## src/rtl/imem_boot_loader.sv

```systemverilog
// imem_boot_loader: receives a program image as a byte stream and writes it
// into instruction memory as little-endian 32-bit words. It checks an XOR
// checksum and then releases the core's reset. All outputs are registered.
module imem_boot_loader #(
  parameter int          ADDR_W = 10,
  parameter logic [7:0]  SYNC   = 8'hA5
) (
  input  logic              clk,
  input  logic              reset,
  input  logic              rx_valid,
  input  logic [7:0]        rx_data,
  output logic              rx_ready,
  input  logic              boot_req,
  output logic              imem_we,
  output logic [ADDR_W-1:0] imem_addr,
  output logic [31:0]       imem_wdata,
  output logic              cpu_reset,
  output logic              busy,
  output logic              done,
  output logic              err
);

  localparam logic [2:0] IDLE    = 3'd0;
  localparam logic [2:0] LEN_LO  = 3'd1;
  localparam logic [2:0] LEN_HI  = 3'd2;
  localparam logic [2:0] PAYLOAD = 3'd3;
  localparam logic [2:0] CHECK   = 3'd4;
  localparam logic [2:0] RUN     = 3'd5;
  localparam logic [2:0] ERROR   = 3'd6;

  // Capacity in words; a length above this is rejected before any write.
  localparam logic [31:0] CAP = 32'(64'd1 << ADDR_W);

  logic [2:0]        state_q, state_d;
  logic [1:0]        lane_q, lane_d;
  // One bit wider than the address so a full-capacity image never wraps.
  logic [ADDR_W:0]   word_q, word_d;
  logic [15:0]       len_q, len_d;
  logic [7:0]        csum_q, csum_d;
  logic [23:0]       wbuf_q, wbuf_d;
  logic              we_q, we_d;
  logic [ADDR_W-1:0] addr_q, addr_d;
  logic [31:0]       wdata_q, wdata_d;
  logic              err_q, err_d;
  logic              rx_ready_q, cpu_reset_q, busy_q, done_q;
  logic              accept;
  logic [15:0]       len_new;

  // rx_ready_q already encodes "not in RUN", so bytes offered in RUN are never taken.
  assign accept  = rx_valid & rx_ready_q;
  assign len_new = {rx_data, len_q[7:0]};

  // Next-state and datapath decode for one accepted byte.
  always_comb begin
    state_d = state_q;
    lane_d  = lane_q;
    word_d  = word_q;
    len_d   = len_q;
    csum_d  = csum_q;
    wbuf_d  = wbuf_q;
    we_d    = 1'b0;
    addr_d  = addr_q;
    wdata_d = wdata_q;
    err_d   = err_q;
    case (state_q)
      IDLE, ERROR: begin
        // Non-sync bytes are consumed and discarded.
        if (accept && rx_data == SYNC) begin
          state_d = LEN_LO;
          err_d   = 1'b0;
          word_d  = '0;
          csum_d  = '0;
          lane_d  = '0;
        end
      end
      LEN_LO: begin
        if (accept) begin
          len_d[7:0] = rx_data;
          state_d    = LEN_HI;
        end
      end
      LEN_HI: begin
        if (accept) begin
          len_d[15:8] = rx_data;
          if (32'(len_new) > CAP) begin
            state_d = ERROR;
            err_d   = 1'b1;
          end else if (len_new == 16'd0) begin
            state_d = CHECK;
          end else begin
            state_d = PAYLOAD;
          end
        end
      end
      PAYLOAD: begin
        if (accept) begin
          csum_d = csum_q ^ rx_data;
          lane_d = lane_q + 2'd1;
          if (lane_q == 2'd3) begin
            we_d    = 1'b1;
            addr_d  = word_q[ADDR_W-1:0];
            wdata_d = {rx_data, wbuf_q};
            word_d  = word_q + (ADDR_W+1)'(1);
            if (32'(word_q) + 32'd1 == 32'(len_q)) state_d = CHECK;
          end else begin
            wbuf_d[8*lane_q +: 8] = rx_data;
          end
        end
      end
      CHECK: begin
        if (accept) begin
          if (rx_data == csum_q) begin
            state_d = RUN;
          end else begin
            state_d = ERROR;
            err_d   = 1'b1;
          end
        end
      end
      RUN: begin
        if (boot_req) state_d = IDLE;
      end
      default: state_d = IDLE;
    endcase
  end

  // State and datapath registers; reset discards any partial word.
  always_ff @(posedge clk or posedge reset) begin
    if (reset) begin
      state_q <= IDLE;
      lane_q  <= '0;
      word_q  <= '0;
      len_q   <= '0;
      csum_q  <= '0;
      wbuf_q  <= '0;
      we_q    <= 1'b0;
      addr_q  <= '0;
      wdata_q <= '0;
      err_q   <= 1'b0;
    end else begin
      state_q <= state_d;
      lane_q  <= lane_d;
      word_q  <= word_d;
      len_q   <= len_d;
      csum_q  <= csum_d;
      wbuf_q  <= wbuf_d;
      we_q    <= we_d;
      addr_q  <= addr_d;
      wdata_q <= wdata_d;
      err_q   <= err_d;
    end
  end

  // Status outputs registered from the next state so they line up with state_q.
  always_ff @(posedge clk or posedge reset) begin
    if (reset) begin
      rx_ready_q  <= 1'b1;
      cpu_reset_q <= 1'b1;
      busy_q      <= 1'b0;
      done_q      <= 1'b0;
    end else begin
      rx_ready_q  <= (state_d != RUN);
      cpu_reset_q <= (state_d != RUN);
      busy_q      <= (state_d == LEN_LO) || (state_d == LEN_HI) ||
                     (state_d == PAYLOAD) || (state_d == CHECK);
      done_q      <= (state_d == RUN);
    end
  end

  assign rx_ready   = rx_ready_q;
  assign cpu_reset  = cpu_reset_q;
  assign busy       = busy_q;
  assign done       = done_q;
  assign err        = err_q;
  assign imem_we    = we_q;
  assign imem_addr  = addr_q;
  assign imem_wdata = wdata_q;

endmodule

```

## config.mk

```make
export PLATFORM = sky130hd
export DESIGN_NAME = imem_boot_loader
export DESIGN_NICKNAME = d
export VERILOG_FILES = /design/src/rtl/imem_boot_loader.sv
export SDC_FILE = /design/constraint.sdc
export NUM_CORES = 1
export LEC_CHECK = 0
export BUFFER_PORTS_ARGS = -buffer_cell sky130_fd_sc_hd__buf_2
export CAP_MARGIN = 15
export CORE_MARGIN = 3
export CORE_UTILIZATION = 55
export CTS_CLUSTER_DIAMETER = 30
export DETAILED_ROUTE_END_ITERATION = 10
export PLACE_DENSITY = 0.82
export SLEW_MARGIN = 20
export SYNTH_ARGS = -nofsm -noshare
export SYNTH_HDL_FRONTEND = slang
export SYNTH_SLANG_ARGS = --single-unit
```

## constraint.sdc

```tcl
create_clock -name clk -period 3.5 [get_ports clk]
set_input_delay 0.175 -clock clk [delete_from_list [all_inputs] [get_ports clk]]
set_output_delay 0.175 -clock clk [all_outputs]
set_load 0.05 [all_outputs]
```

# Word-level counts from Yosys, hierarchy flattened
# Index checks and enable logic that the tools add are counted.
[totals]
regBits = 111
romBits = 0
out_inout_bits = 48
mem_bits_rw = 0
latchBits = 0
n_memories = 0
[op_classes]
mul = 0
eq_ne = 23
reduce_logical = 16
magnitude_cmp = 1
add_sub_neg = 4
bitwise = 3
div_mod_pow = 0
muxes = 32
shift = 2
[ops]
columns = ["cell", "count"]
rows = [
  ["negation 5 -> 34 bit", 1],
  ["variable shift 8 x 34 -> 24 bit, first input constant", 1],
  ["indexed part select 8 x 34 -> 24 bit", 1],
  ["2-to-1 mux 11 bit", 3],
  ["2-to-1 mux 3 bit", 10],
  ["bitwise mux 24 bit", 1],
  ["case mux 11 bit (2 select lines)", 1],
  ["case mux 3 bit (6 select lines)", 1],
  ["equality test 12 x 16 -> 1 bit", 1],
  ["> comparator 16 x 11 -> 1 bit, second input constant", 1],
  ["zero test 16 bit", 1],
  ["2-to-1 mux 8 bit", 2],
  ["case mux 8 bit (2 select lines)", 1],
  ["equality test 3 bit, second input constant", 5],
  ["inequality test 2 bit, second input constant", 7],
  ["adder 11 x 1 -> 12 bit, second input constant", 1],
  ["equality test 3 x 2 -> 1 bit, second input constant", 4],
  ["adder 11 x 1 -> 11 bit, second input constant", 1],
  ["AND reduction 3 bit", 3],
  ["equality test 8 bit", 1],
  ["equality test 8 bit, second input constant", 1],
  ["2-to-1 mux 1 bit", 8],
  ["XOR 8 bit", 1],
  ["equality test 3 x 1 -> 1 bit, second input constant", 2],
  ["17 further kinds", 22],
]

# Logic depth before layout (Yosys ltp)
[depth]
word_depth = 10
ltp_mapped = 8
ltp_nobuf = 7

# Worst setup path after synthesis
# Ideal clock, no wire load.
[synth_timing]
kind = "register to register"
start = "register cpu_reset (netlist name)"
end = "register busy_q, in the netlist busy"
stages_incl_launch_ff = 7
setup_ns = 0.125
required_ns = 3.375
path_slack_ns = 1.356
arrival_time_ns = 2.019
path_cell_list = "dfstp_2 -> and2_1 -> clkbuf_1 -> nand4_1 -> o311ai_0 -> nor3_1 -> mux2_2"
[synth_lines]
columns = ["item", "line_no", "text"]
rows = [
  ["end signal: assignment", "164", "busy_q <= (state_d == LEN_LO) || (state_d == LEN_HI) ||"],
  ["end: declaration", "45", "logic rx_ready_q, cpu_reset_q, busy_q, done_q;"],
]

# Worst setup path in the final report
[layout_timing]
start = "register word_q[0]"
end = "register state_q[0]"
[layout_via]
elab_chain_cells = 6
[layout_rtl]
columns = ["item", "line_no", "text"]
rows = [
  ["start: declaration", "37", "logic [ADDR_W:0] word_q, word_d;"],
  ["start signal: assignment", "143", "word_q <= word_d;"],
  ["adder 11 x 1 -> 12 bit", "104", "if (32'(word_q) + 32'd1 == 32'(len_q)) state_d = CHECK;"],
  ["equality test 12 x 16 -> 1 bit", "104", ""],
  ["2-to-1 mux 3 bit", "104", ""],
  ["2-to-1 mux 3 bit", "99", "if (lane_q == 2'd3) begin"],
  ["2-to-1 mux 3 bit", "96", "if (accept) begin"],
  ["case mux 3 bit (6 select lines)", "65", "case (state_q)"],
  ["net state_d[0]", "34", "logic [2:0] state_q, state_d;"],
  ["end signal: assignment", "141", "state_q <= state_d;"],
  ["end: declaration", "34", ""],
]
# The timed path passes the listed nets, and every way through them passes these cells.
# A chain may end at the register's enable or synchronous reset.

==> metrics <==
status complete, no violations; antenna violations before repair 0; critical path class flop to flop; hold buffers post-CTS 0; I/O Buffers 59; final hold viol count 0; clk_lat worst skew 380 ps; Most used DFF post-synth dfrtp_1; WL final 11700 microns; M1 WL 5140 microns; Mapped Area 0.00526 sq mm; simple-gate share of the synthesized area 24.3%; Worst EP arrival 2640 ps; largest family of logic cells by synthesized area simple AND/OR/NAND/NOR gates; first-pass GRT wire length 19800 microns; clk root buf clkbuf_8; PD cells 499 mW/mm^2; Vias/cell 5.68; Min-Delay Path Class input port to flop; commonest cells after routing, fill and taps aside 195 x nand2_1, 110 x dfrtp_1, 59 x buf_2, 57 x o21ai_0, 29 x nor2_1; CP endpoint kind flop; design area 0.00581 sq mm; initial DRC count 248; Die Ht 104 microns; clock skew 14.7 ps; Finish-stage setup viols 0; wire per inst 15.4 microns; top cells by area, synth dfrtp_1 52%, nand2_1 14%, o21ai_0 5.4%; Placer Congestion 0.866; Layout Nets 644; total clock sinks 111; LEAKAGE 2.95 nW; CTS tree yes; min Tclk post-route 2390 ps; Setup WS post-layout 1110 ps; Post-synth ARST share 100%; Area after DPL 0.00560 sq mm; complex-gate fraction of the synthesized area 10.7%; Yosys top cell area share 52.3%; Total GRT Usage 22.2%; total global routing overflow 0; PostCTS Resize Cnt 0; YS warnings 0; maximum buffer depth of the clock tree 2; Starting Density 56.7%; commonest non-fill, non-tap cell in the layout nand2_1; # diodes 0; Seq/Total Area, Yosys 52.8%; Yosys top cell by area dfrtp_1; WHS Path Cells 3; largest net degree at the start of global routing 92; number of global-route vias before repair 4050; period utilization 68.3%; layout cell share with drive strength beyond 1 16.8%; Synth Area in Adders 1.43%; Slew headroom 37.5%; hold_sp boot_req; ANT nets after route 0; Post-synth EDFFs 0; CTS clock-pin slew for the worst setup and hold paths 110 ps; # H-tree levels 3; synth unique cells 55; Syn Nets 600; Place WS 1150 ps; max-slew violation count 0; highest metal used met4; maxcap violations 0; CP max FO 8; via count 4309; Least-Margin Pin Slew 935 ps; layout overhead on the synthesized area 10.5%; met2 routed WL 5450 microns; flop2flop setup slack 1110 ps; Post-DP HPWL 7860 microns; reg-to-reg startpoint word_q[0]; mux contribution to synthesized area 3.21%; die width 104 microns; Mean Syn Cell Area 9.04 sq um; Pre-antenna DRT Iters 6; row count 35; # fillers 796; R2R depth 7; max frequency 418 MHz; maximum VDD drop 0.300 mV; I/O pin cnt 60; aggregate negative setup slack 0 ps; Die ar. 0.0108 sq mm; TritonCTS Buffers 9; RSZ-0062 raised after global routing false; post-CTS setup buffer count 0; worst reg2reg endpoint state_q[0]; DR DRC count 0; core footprint 0.00928 sq mm; hold endpoint cpu_reset; Synth Area in XOR/XNOR 3.83%; CP Launch Type flop; met3 wire len 844 microns; synthesized flop and latch total 111; cells after synthesis 582; Worst EP required 3750 ps
==> critical path: stages (launching register included) <==
cell and delay (ps):
dfrtp_1 500, ha_1 290, nand3_1 250, nor3_1 400, xnor2_1 160, o2111ai_1 120
nor4_2 400, o21ai_0 140
==> worst max path at each step <==
stage / slack [ps] / start / end / depth (start not counted)
after floorplan: 400 / reset / busy / 1
after global placement: 1240 / word_q[0] / state_q[0] / 7
after detailed placement: 1150 / word_q[0] / state_q[0] / 7
after CTS: 1120 / word_q[0] / state_q[0] / 7
after global routing: 940 / word_q[0] / state_q[1] / 7
final: 1110 / word_q[0] / state_q[0] / 7
==> cell type report <==
cell class	count	area, sq um	area share [%]
well taps	129	161	2.78
flip-flops and latches	111	2780	47.8
clock buffers	9	124	2.13
repair buffers	64	335	5.77
multi-input cells	427	2280	39.3
inverters	13	53.8	0.926
clock inverters	6	75.1	1.29
==> flip-flops by register name (all words and copies together), names as in the netlist <==
name,cells
imem_addr,10
lane_q,2
cpu_reset,1
state_q,3
word_q,11
imem_wdata,32
busy,1
done,1
csum_q,8
err,1
wbuf_q,24
len_q,16
imem_we,1
==> cell families (layout without fill, tap and decap cells) <==
kind of cell / Yosys count / count (layout)
adders and majority gates: 6 / 6
DFF: 111 / 111
AOI/OAI and AO/OA: 94 / 94
muxes: 15 / 15
xor gates and xnor gates: 23 / 23
and+or+nand+nor: 289 / 289
buffers and inverters: 44 / 92
==> synth_stat cells, drive strengths merged, types with 6 or more instances <==
master and number:
a31oi 6, xor2 12, nand2 196, nor4 7, o21ai 57, mux2 15
dfrtp 110, nand3 11, nor3 12, buf 10, nor2 29, inv 11
a21oi 10, xnor2 11, ha 6, nand2b 6, clkbuf 21
==> power by group <==
group | total, W | switching (W) | internal, W | leakage [nW]
registers | 0.00153 | 0.000128 | 0.00140 | 1.50
clock network | 0.000791 | 0.000452 | 0.000339 | 0.0982
logic | 0.000575 | 0.000331 | 0.000244 | 1.35
total | 0.00290 | 0.000910 | 0.00199 | 2.95
==> metrics by stage <==
step / hold slack [ps] / cells / power (W) / util (%)
final: 134 / 759 / 0.00290 / 62.6
after global routing: 153 / 759 / 0.00305 / 62.6
after CTS: 105 / 758 / 0.00291 / 62.5
after detailed placement: 455 / 743 / 0.00213 / 60.3
after global placement: 453 / 743 / 0.00210 / 60.3
after floorplan: 356 / 582 / 0.00199 / -
==> metal layers <==
metal  track usage, %  vias to the layer above
met1             31.7                     2079
met4             7.98                        0
met3             5.11                       24
met5                0                        -
li1                 -                     2030
met2             33.6                      176
Power figures use the tool's default switching activity.
